**src/rtl/oob_reader_pkg.sv**
```systemverilog
// Shared types and constants for the guarded reader.
// OOB_READ_POISON_EN selects a poison fill pattern for out-of-range array reads.
package oob_reader_pkg;

  localparam logic [7:0] POISON_BYTE = 8'hA5;
  localparam int         MAX_DATA_W  = 64;

`ifdef OOB_READ_POISON_EN
  localparam logic [7:0] FILL_BYTE = POISON_BYTE;
`else
  localparam logic [7:0] FILL_BYTE = 8'h00;
`endif

  typedef struct packed {
    logic [MAX_DATA_W-1:0] data;
    logic                  rd_bit;
    logic                  oob_arr;
    logic                  oob_vec;
  } rsp_t;

  // Fill byte replicated across the low data_w bits; upper bits stay zero.
  function automatic logic [MAX_DATA_W-1:0] fill_word(input int data_w);
    logic [MAX_DATA_W-1:0] w;
    w = '0;
    for (int i = 0; i < MAX_DATA_W/8; i++)
      if (i < data_w/8) w[i*8 +: 8] = FILL_BYTE;
    return w;
  endfunction

endpackage

```
**src/rtl/oob_sat_counter.sv**
```systemverilog
// Saturating event counter: adds 0, 1 or 2 per cycle and sticks at all-ones.
module oob_sat_counter #(
  parameter int CNT_W = 8
) (
  input  logic             i_clk,
  input  logic             i_rst,
  input  logic             i_inc1,
  input  logic             i_inc2,
  output logic [CNT_W-1:0] o_cnt
);

  logic [CNT_W-1:0] cnt_q, cnt_d;
  logic [CNT_W:0]   sum;

  always_comb begin
    sum   = {1'b0, cnt_q} + (CNT_W+1)'({i_inc2, i_inc1 & ~i_inc2});
    cnt_d = sum[CNT_W] ? '1 : sum[CNT_W-1:0];
  end

  always_ff @(posedge i_clk or posedge i_rst)
    if (i_rst) cnt_q <= '0;
    else       cnt_q <= cnt_d;

  assign o_cnt = cnt_q;

endmodule

```
**src/rtl/oob_guarded_reader.sv**
```systemverilog
// Array + bit-vector store with range-guarded writes and a 1-cycle valid/ready read path.
// OOB_READ_POISON_EN: out-of-range array reads return 8'hA5 replicated instead of zero.
module oob_guarded_reader
  import oob_reader_pkg::*;
#(
  parameter int DATA_W   = 8,
  parameter int ARR_SIZE = 4,
  parameter int VEC_SIZE = 8,
  parameter int ADDR_W   = 4,
  parameter int CNT_W    = 8
) (
  input  logic              i_clk,
  input  logic              i_rst,
  input  logic              i_wr_en,
  input  logic [ADDR_W-1:0] i_wr_addr,
  input  logic [DATA_W-1:0] i_wr_data,
  input  logic              i_rd_valid,
  output logic              o_rd_ready,
  input  logic [ADDR_W-1:0] i_rd_addr,
  output logic              o_rsp_valid,
  input  logic              i_rsp_ready,
  output logic [DATA_W-1:0] o_rsp_data,
  output logic              o_rsp_bit,
  output logic              o_rsp_oob_arr,
  output logic              o_rsp_oob_vec,
  output logic [CNT_W-1:0]  o_oob_cnt
);

  localparam int AI_W = (ARR_SIZE > 1) ? $clog2(ARR_SIZE) : 1;
  localparam int VI_W = (VEC_SIZE > 1) ? $clog2(VEC_SIZE) : 1;
  // Limits carry one extra bit so a size of 2**ADDR_W is still representable.
  localparam logic [ADDR_W:0] ARR_LIM = ARR_SIZE[ADDR_W:0];
  localparam logic [ADDR_W:0] VEC_LIM = VEC_SIZE[ADDR_W:0];
  localparam logic [MAX_DATA_W-1:0] FILL = fill_word(DATA_W);

  logic [DATA_W-1:0]   arr_q [ARR_SIZE];
  logic [DATA_W-1:0]   arr_d [ARR_SIZE];
  logic [VEC_SIZE-1:0] vec_q, vec_d;
  rsp_t                rsp_q, rsp_d;
  logic                rsp_valid_q, rsp_valid_d;

  logic wr_oob_arr, wr_oob_vec, rd_oob_arr, rd_oob_vec;
  logic rd_acc, wr_oob_ev, rd_oob_ev;

  assign wr_oob_arr = {1'b0, i_wr_addr} >= ARR_LIM;
  assign wr_oob_vec = {1'b0, i_wr_addr} >= VEC_LIM;
  assign rd_oob_arr = {1'b0, i_rd_addr} >= ARR_LIM;
  assign rd_oob_vec = {1'b0, i_rd_addr} >= VEC_LIM;

  assign o_rd_ready = !rsp_valid_q || i_rsp_ready;
  assign rd_acc     = i_rd_valid && o_rd_ready;

  always_comb begin
    arr_d = arr_q;
    vec_d = vec_q;
    if (i_wr_en && !wr_oob_arr) arr_d[i_wr_addr[AI_W-1:0]] = i_wr_data;
    if (i_wr_en && !wr_oob_vec) vec_d[i_wr_addr[VI_W-1:0]] = i_wr_data[0];
  end

  // Read samples the pre-write storage, so same-cycle write/read returns old data.
  always_comb begin
    rsp_d       = rsp_q;
    rsp_valid_d = rsp_valid_q && !i_rsp_ready;
    if (rd_acc) begin
      rsp_valid_d   = 1'b1;
      rsp_d.data    = rd_oob_arr ? FILL : MAX_DATA_W'(arr_q[i_rd_addr[AI_W-1:0]]);
      rsp_d.rd_bit  = rd_oob_vec ? 1'b0 : vec_q[i_rd_addr[VI_W-1:0]];
      rsp_d.oob_arr = rd_oob_arr;
      rsp_d.oob_vec = rd_oob_vec;
    end
  end

  always_ff @(posedge i_clk or posedge i_rst)
    if (i_rst) begin
      arr_q       <= '{default: '0};
      vec_q       <= '0;
      rsp_q       <= '0;
      rsp_valid_q <= 1'b0;
    end else begin
      arr_q       <= arr_d;
      vec_q       <= vec_d;
      rsp_q       <= rsp_d;
      rsp_valid_q <= rsp_valid_d;
    end

  assign wr_oob_ev = i_wr_en && (wr_oob_arr || wr_oob_vec);
  assign rd_oob_ev = rd_acc  && (rd_oob_arr || rd_oob_vec);

  oob_sat_counter #(.CNT_W(CNT_W)) u_cnt (
    .i_clk  (i_clk),
    .i_rst  (i_rst),
    .i_inc1 (wr_oob_ev ^ rd_oob_ev),
    .i_inc2 (wr_oob_ev & rd_oob_ev),
    .o_cnt  (o_oob_cnt)
  );

  assign o_rsp_valid   = rsp_valid_q;
  assign o_rsp_data    = rsp_q.data[DATA_W-1:0];
  assign o_rsp_bit     = rsp_q.rd_bit;
  assign o_rsp_oob_arr = rsp_q.oob_arr;
  assign o_rsp_oob_vec = rsp_q.oob_vec;

endmodule

```
**config.mk**
```make
export PLATFORM = sky130hd
export DESIGN_NAME = oob_guarded_reader
export DESIGN_NICKNAME = d
export VERILOG_FILES = /design/src/rtl/oob_reader_pkg.sv /design/src/rtl/oob_sat_counter.sv /design/src/rtl/oob_guarded_reader.sv
export SDC_FILE = /design/constraint.sdc
export NUM_CORES = 1
export LEC_CHECK = 0
export BUFFER_PORTS_ARGS = -buffer_cell sky130_fd_sc_hd__buf_4
export CORE_MARGIN = 4
export CORE_UTILIZATION = 45
export CTS_CLUSTER_SIZE = 24
export DETAILED_ROUTE_END_ITERATION = 8
export PLACE_DENSITY = 0.63
export SYNTH_ARGS = -nofsm -noshare
export SYNTH_HDL_FRONTEND = slang
export SYNTH_HIERARCHICAL = 1
export SYNTH_SLANG_ARGS = --single-unit
```
**constraint.sdc**
```tcl
create_clock -name i_clk -period 2.9 [get_ports i_clk]
set_clock_uncertainty 0.1 [all_clocks]
set_input_delay 0.58 -clock i_clk [delete_from_list [all_inputs] [get_ports i_clk]]
set_output_delay 0.58 -clock i_clk [all_outputs]
set_load 0.05 [all_outputs]
```
==> summary.txt <==
Logic synthesis
  – Cells after synthesis: 202
  – Sequential share of the synthesized area: 53.5%
  – Mean cell area of the mapped netlist: 13.9 um2
  – Post-Syn Area: 2810 um2
  – Main synth FF type: dfrtp_1
  – Number of flops mapped to enable cells by yosys: 0
  – Register bit count reported by yosys: 60
  – Synth async-reset ratio: 100%
  – Syn_nets: 227
  – Yosys cell types: 40
  – YS warnings: 6

Cells and area
  – Area grow syn2layout: 20.7%
  – Layout cell share with drive strength beyond 1: 43.3%
  – Antenna diodes: 0
  – Most common cell after layout, fill and taps aside: dfrtp_1
  – Fin area: 3390 um2
  – Final nets: 274
  – Final core occ: 56.5%
  – Most frequent cells in the layout: 59 x dfrtp_1, 42 x buf_4, 41 x mux2_2, 15 x inv_1, 12 x clkbuf_8
  – Fin cells: 329

Place
  – Placed cells: 313
  – Dpl ws: 0.0416 ns
  – Detailed placement HPWL: 3.80 mm
  – I/O Buffers: 41
  – Placed instance area: 3210 um2
  – GP Congestion: 0.808

Clock network
  – Worst-skew pair later-pin latency: 0.33 ns
  – Setup bufs post-CTS: 0
  – Clock-pin slew on the worst setup and hold paths: 0.06 ns
  – CTS tree: yes
  – # hold bufs at CTS: 0
  – Root Driver: clkbuf_8
  – Htree depth: 3
  – CTS Buf Count: 9
  – Clock Sinks: 60
  – Longest Clk Path Bufs: 2
  – # resized after CTS: 0

Drt
  – Vias per cell: 5.27
  – Initial DRC count: 38
  – Post-DRT Antenna Nets: 0
  – Highest routed layer: met4
  – Vias after detailed routing: 1733
  – DR WL/cell: 16.6 um
  – DRC: 0
  – Wire length on met2: 2.65 mm
  – Met3 WL post-DR: 268 um
  – Routed wire length: 5.48 mm
  – First-pass DRT Iterations: 4
  – WL met1: 2.51 mm

Setup path
  – Most frequent CP cell: ha_1
  – CP arrival: 2.69 ns
  – Max stage delay cell, worst path: fa_1
  – CP bufs+invs: 2
  – WS Path Type: flop to flop
  – R2r worst-path depth: 12
  – Levels on crit path: 12
  – Required time of the critical path: 3.06 ns
  – CP Cell Sequence: nor2b_4, inv_4, nand2_1, nor2_1, ha_1, nor2b_1, ha_1, inv_1, fa_1, and4b_4, nand4_4, nand3_1
  – CP endpoint kind: flop
  – Max FO, Critical Path: 5
  – Slowest stage delay, CP: 0.40 ns
  – Critical path's top delay family: simple AND/OR/NAND/NOR gates
  – Worst setup SP type: flop

Floorplanning
  – Row cnt: 28
  – Initial Utilization: 46.8%
  – Num ports: 42
  – Die H: 87.0 um
  – Die X: 87.0 um
  – Die area: 7560 um2
  – Core box area: 5990 um2

Global route
  – Largest net degree at the start of global routing: 31
  – Vias in the first global route: 1790
  – Total GRT Usage: 16.0%
  – First-pass GRT wire length: 9.05 mm
  – Remaining global-route overflow: 0
  – Initial antenna violation count: 0

Timing
  – Final Hold Fails: 0
  – Minimum clock period: 2.53 ns
  – Setup ws final: 0.368 ns
  – Setup TNS: 0 ns
  – Setup violations, final: 0
  – Fmax: 395 MHz
  – Fin. max-slew vios: 0
  – Unrepaired setup endpoints after global routing: false
  – Worst slew pin tran: 0.583 ns
  – Rel. slew slack: 61.1%
  – Final period utilization: 87.3%

Power
  – Worst ir drop on vdd: 0.000400 V
  – Power per Cell Area: 775 nW/um2
  – Pleak: 1.59 nW

Min path
  – Hold Crit Class: input port to asynchronous set/reset pin

Outcome
  – Status: finished, final reports clean

Job
  – Max_cap viols: 0
[logic make-up after synthesis]
family / count (synthesis) / share of synthesized area (%)
and+or+nand+nor: 38 / 9.23
AOI/OAI and AO/OA: 21 / 5.58
buffers and inverters: 24 / 3.70
muxes: 54 / 25.6
DFF: 60 / 53.5
xor gates and xnor gates: 1 / 0.312
adders and majority gates: 4 / 2.05
[path summary, 6_finish.rpt]
check,endpoint,slack [ns],from
min reg2reg,o_rsp_data[6],0.39,o_rsp_data[6]
max in group asynchronous,arr_q[19],1.97,i_rst
min,u_cnt/o_cnt[6],0.11,i_rst
max,u_cnt/o_cnt[3],0.37,o_rsp_valid
min in group i_clk,o_rsp_valid,0.39,i_rd_valid
max reg2reg,u_cnt/o_cnt[3],0.37,o_rsp_valid
[through the flow]
stage          power (W)  hold WS [ns]
6_report         0.00263         0.105
5_1_grt          0.00279         0.116
4_1_cts          0.00267        0.0960
3_5_place_dp     0.00198         0.378
3_3_place_gp     0.00196         0.372
2_1_floorplan    0.00173         0.296
[routing by layer]
layer | global-route usage, % | up-vias
met5 | 0 | -
met4 | 5.10 | 0
met1 | 20.8 | 869
li1 | - | 826
met2 | 25.3 | 32
met3 | 5.68 | 6
[cells in the mapped netlist (2+ instances only)]
library cell | instances | share of area [%]
clkbuf_1 | 3 | 0.40
nand3b_1 | 2 | 0.54
buf_2 | 2 | 0.36
nand2_1 | 6 | 0.80
nor2_1 | 6 | 0.80
ha_1 | 3 | 1.3
nand3b_2 | 2 | 0.80
nor2b_1 | 4 | 0.89
mux2i_1 | 5 | 1.8
inv_1 | 17 | 2.3
o21ai_0 | 4 | 0.71
a21oi_1 | 2 | 0.36
dfrtp_1 | 60 | 54
nor3b_1 | 2 | 0.54
nand3_1 | 4 | 0.71
mux2_2 | 41 | 16
or3_1 | 2 | 0.45
mux4_1 | 7 | 6.6
o2bb2ai_1 | 8 | 2.5
o21a_1 | 2 | 0.54
[area by class of cell]
cell class / count / area (um2)
repair buffers: 43 / 335
clock buffers: 15 / 176
flip-flops and latches: 60 / 1500
inverters: 17 / 66.3
well taps: 75 / 93.8
multi-input cells: 118 / 1210
fillers: 528 / 2600
clock inverters: 1 / 5.00
[power breakdown]
| part | total (W) | leakage [nW] | switching (W) | internal [W] |
|---|---|---|---|---|
| clock network | 0.000671 | 0.0937 | 0.000291 | 0.000380 |
| logic | 0.000780 | 0.752 | 0.000444 | 0.000336 |
| registers | 0.00117 | 0.740 | 0.000138 | 0.00104 |
| total | 0.00263 | 1.59 | 0.000874 | 0.00175 |
[registers in the layout, indices dropped and copies added, names as in the netlist]
signal	flops
o_rsp_oob_arr	1
u_cnt/o_cnt	8
o_rsp_bit	1
arr_q	32
vec_q	8
o_rsp_valid	1
o_rsp_oob_vec	1
o_rsp_data	8
Power figures use the tool's default switching activity.
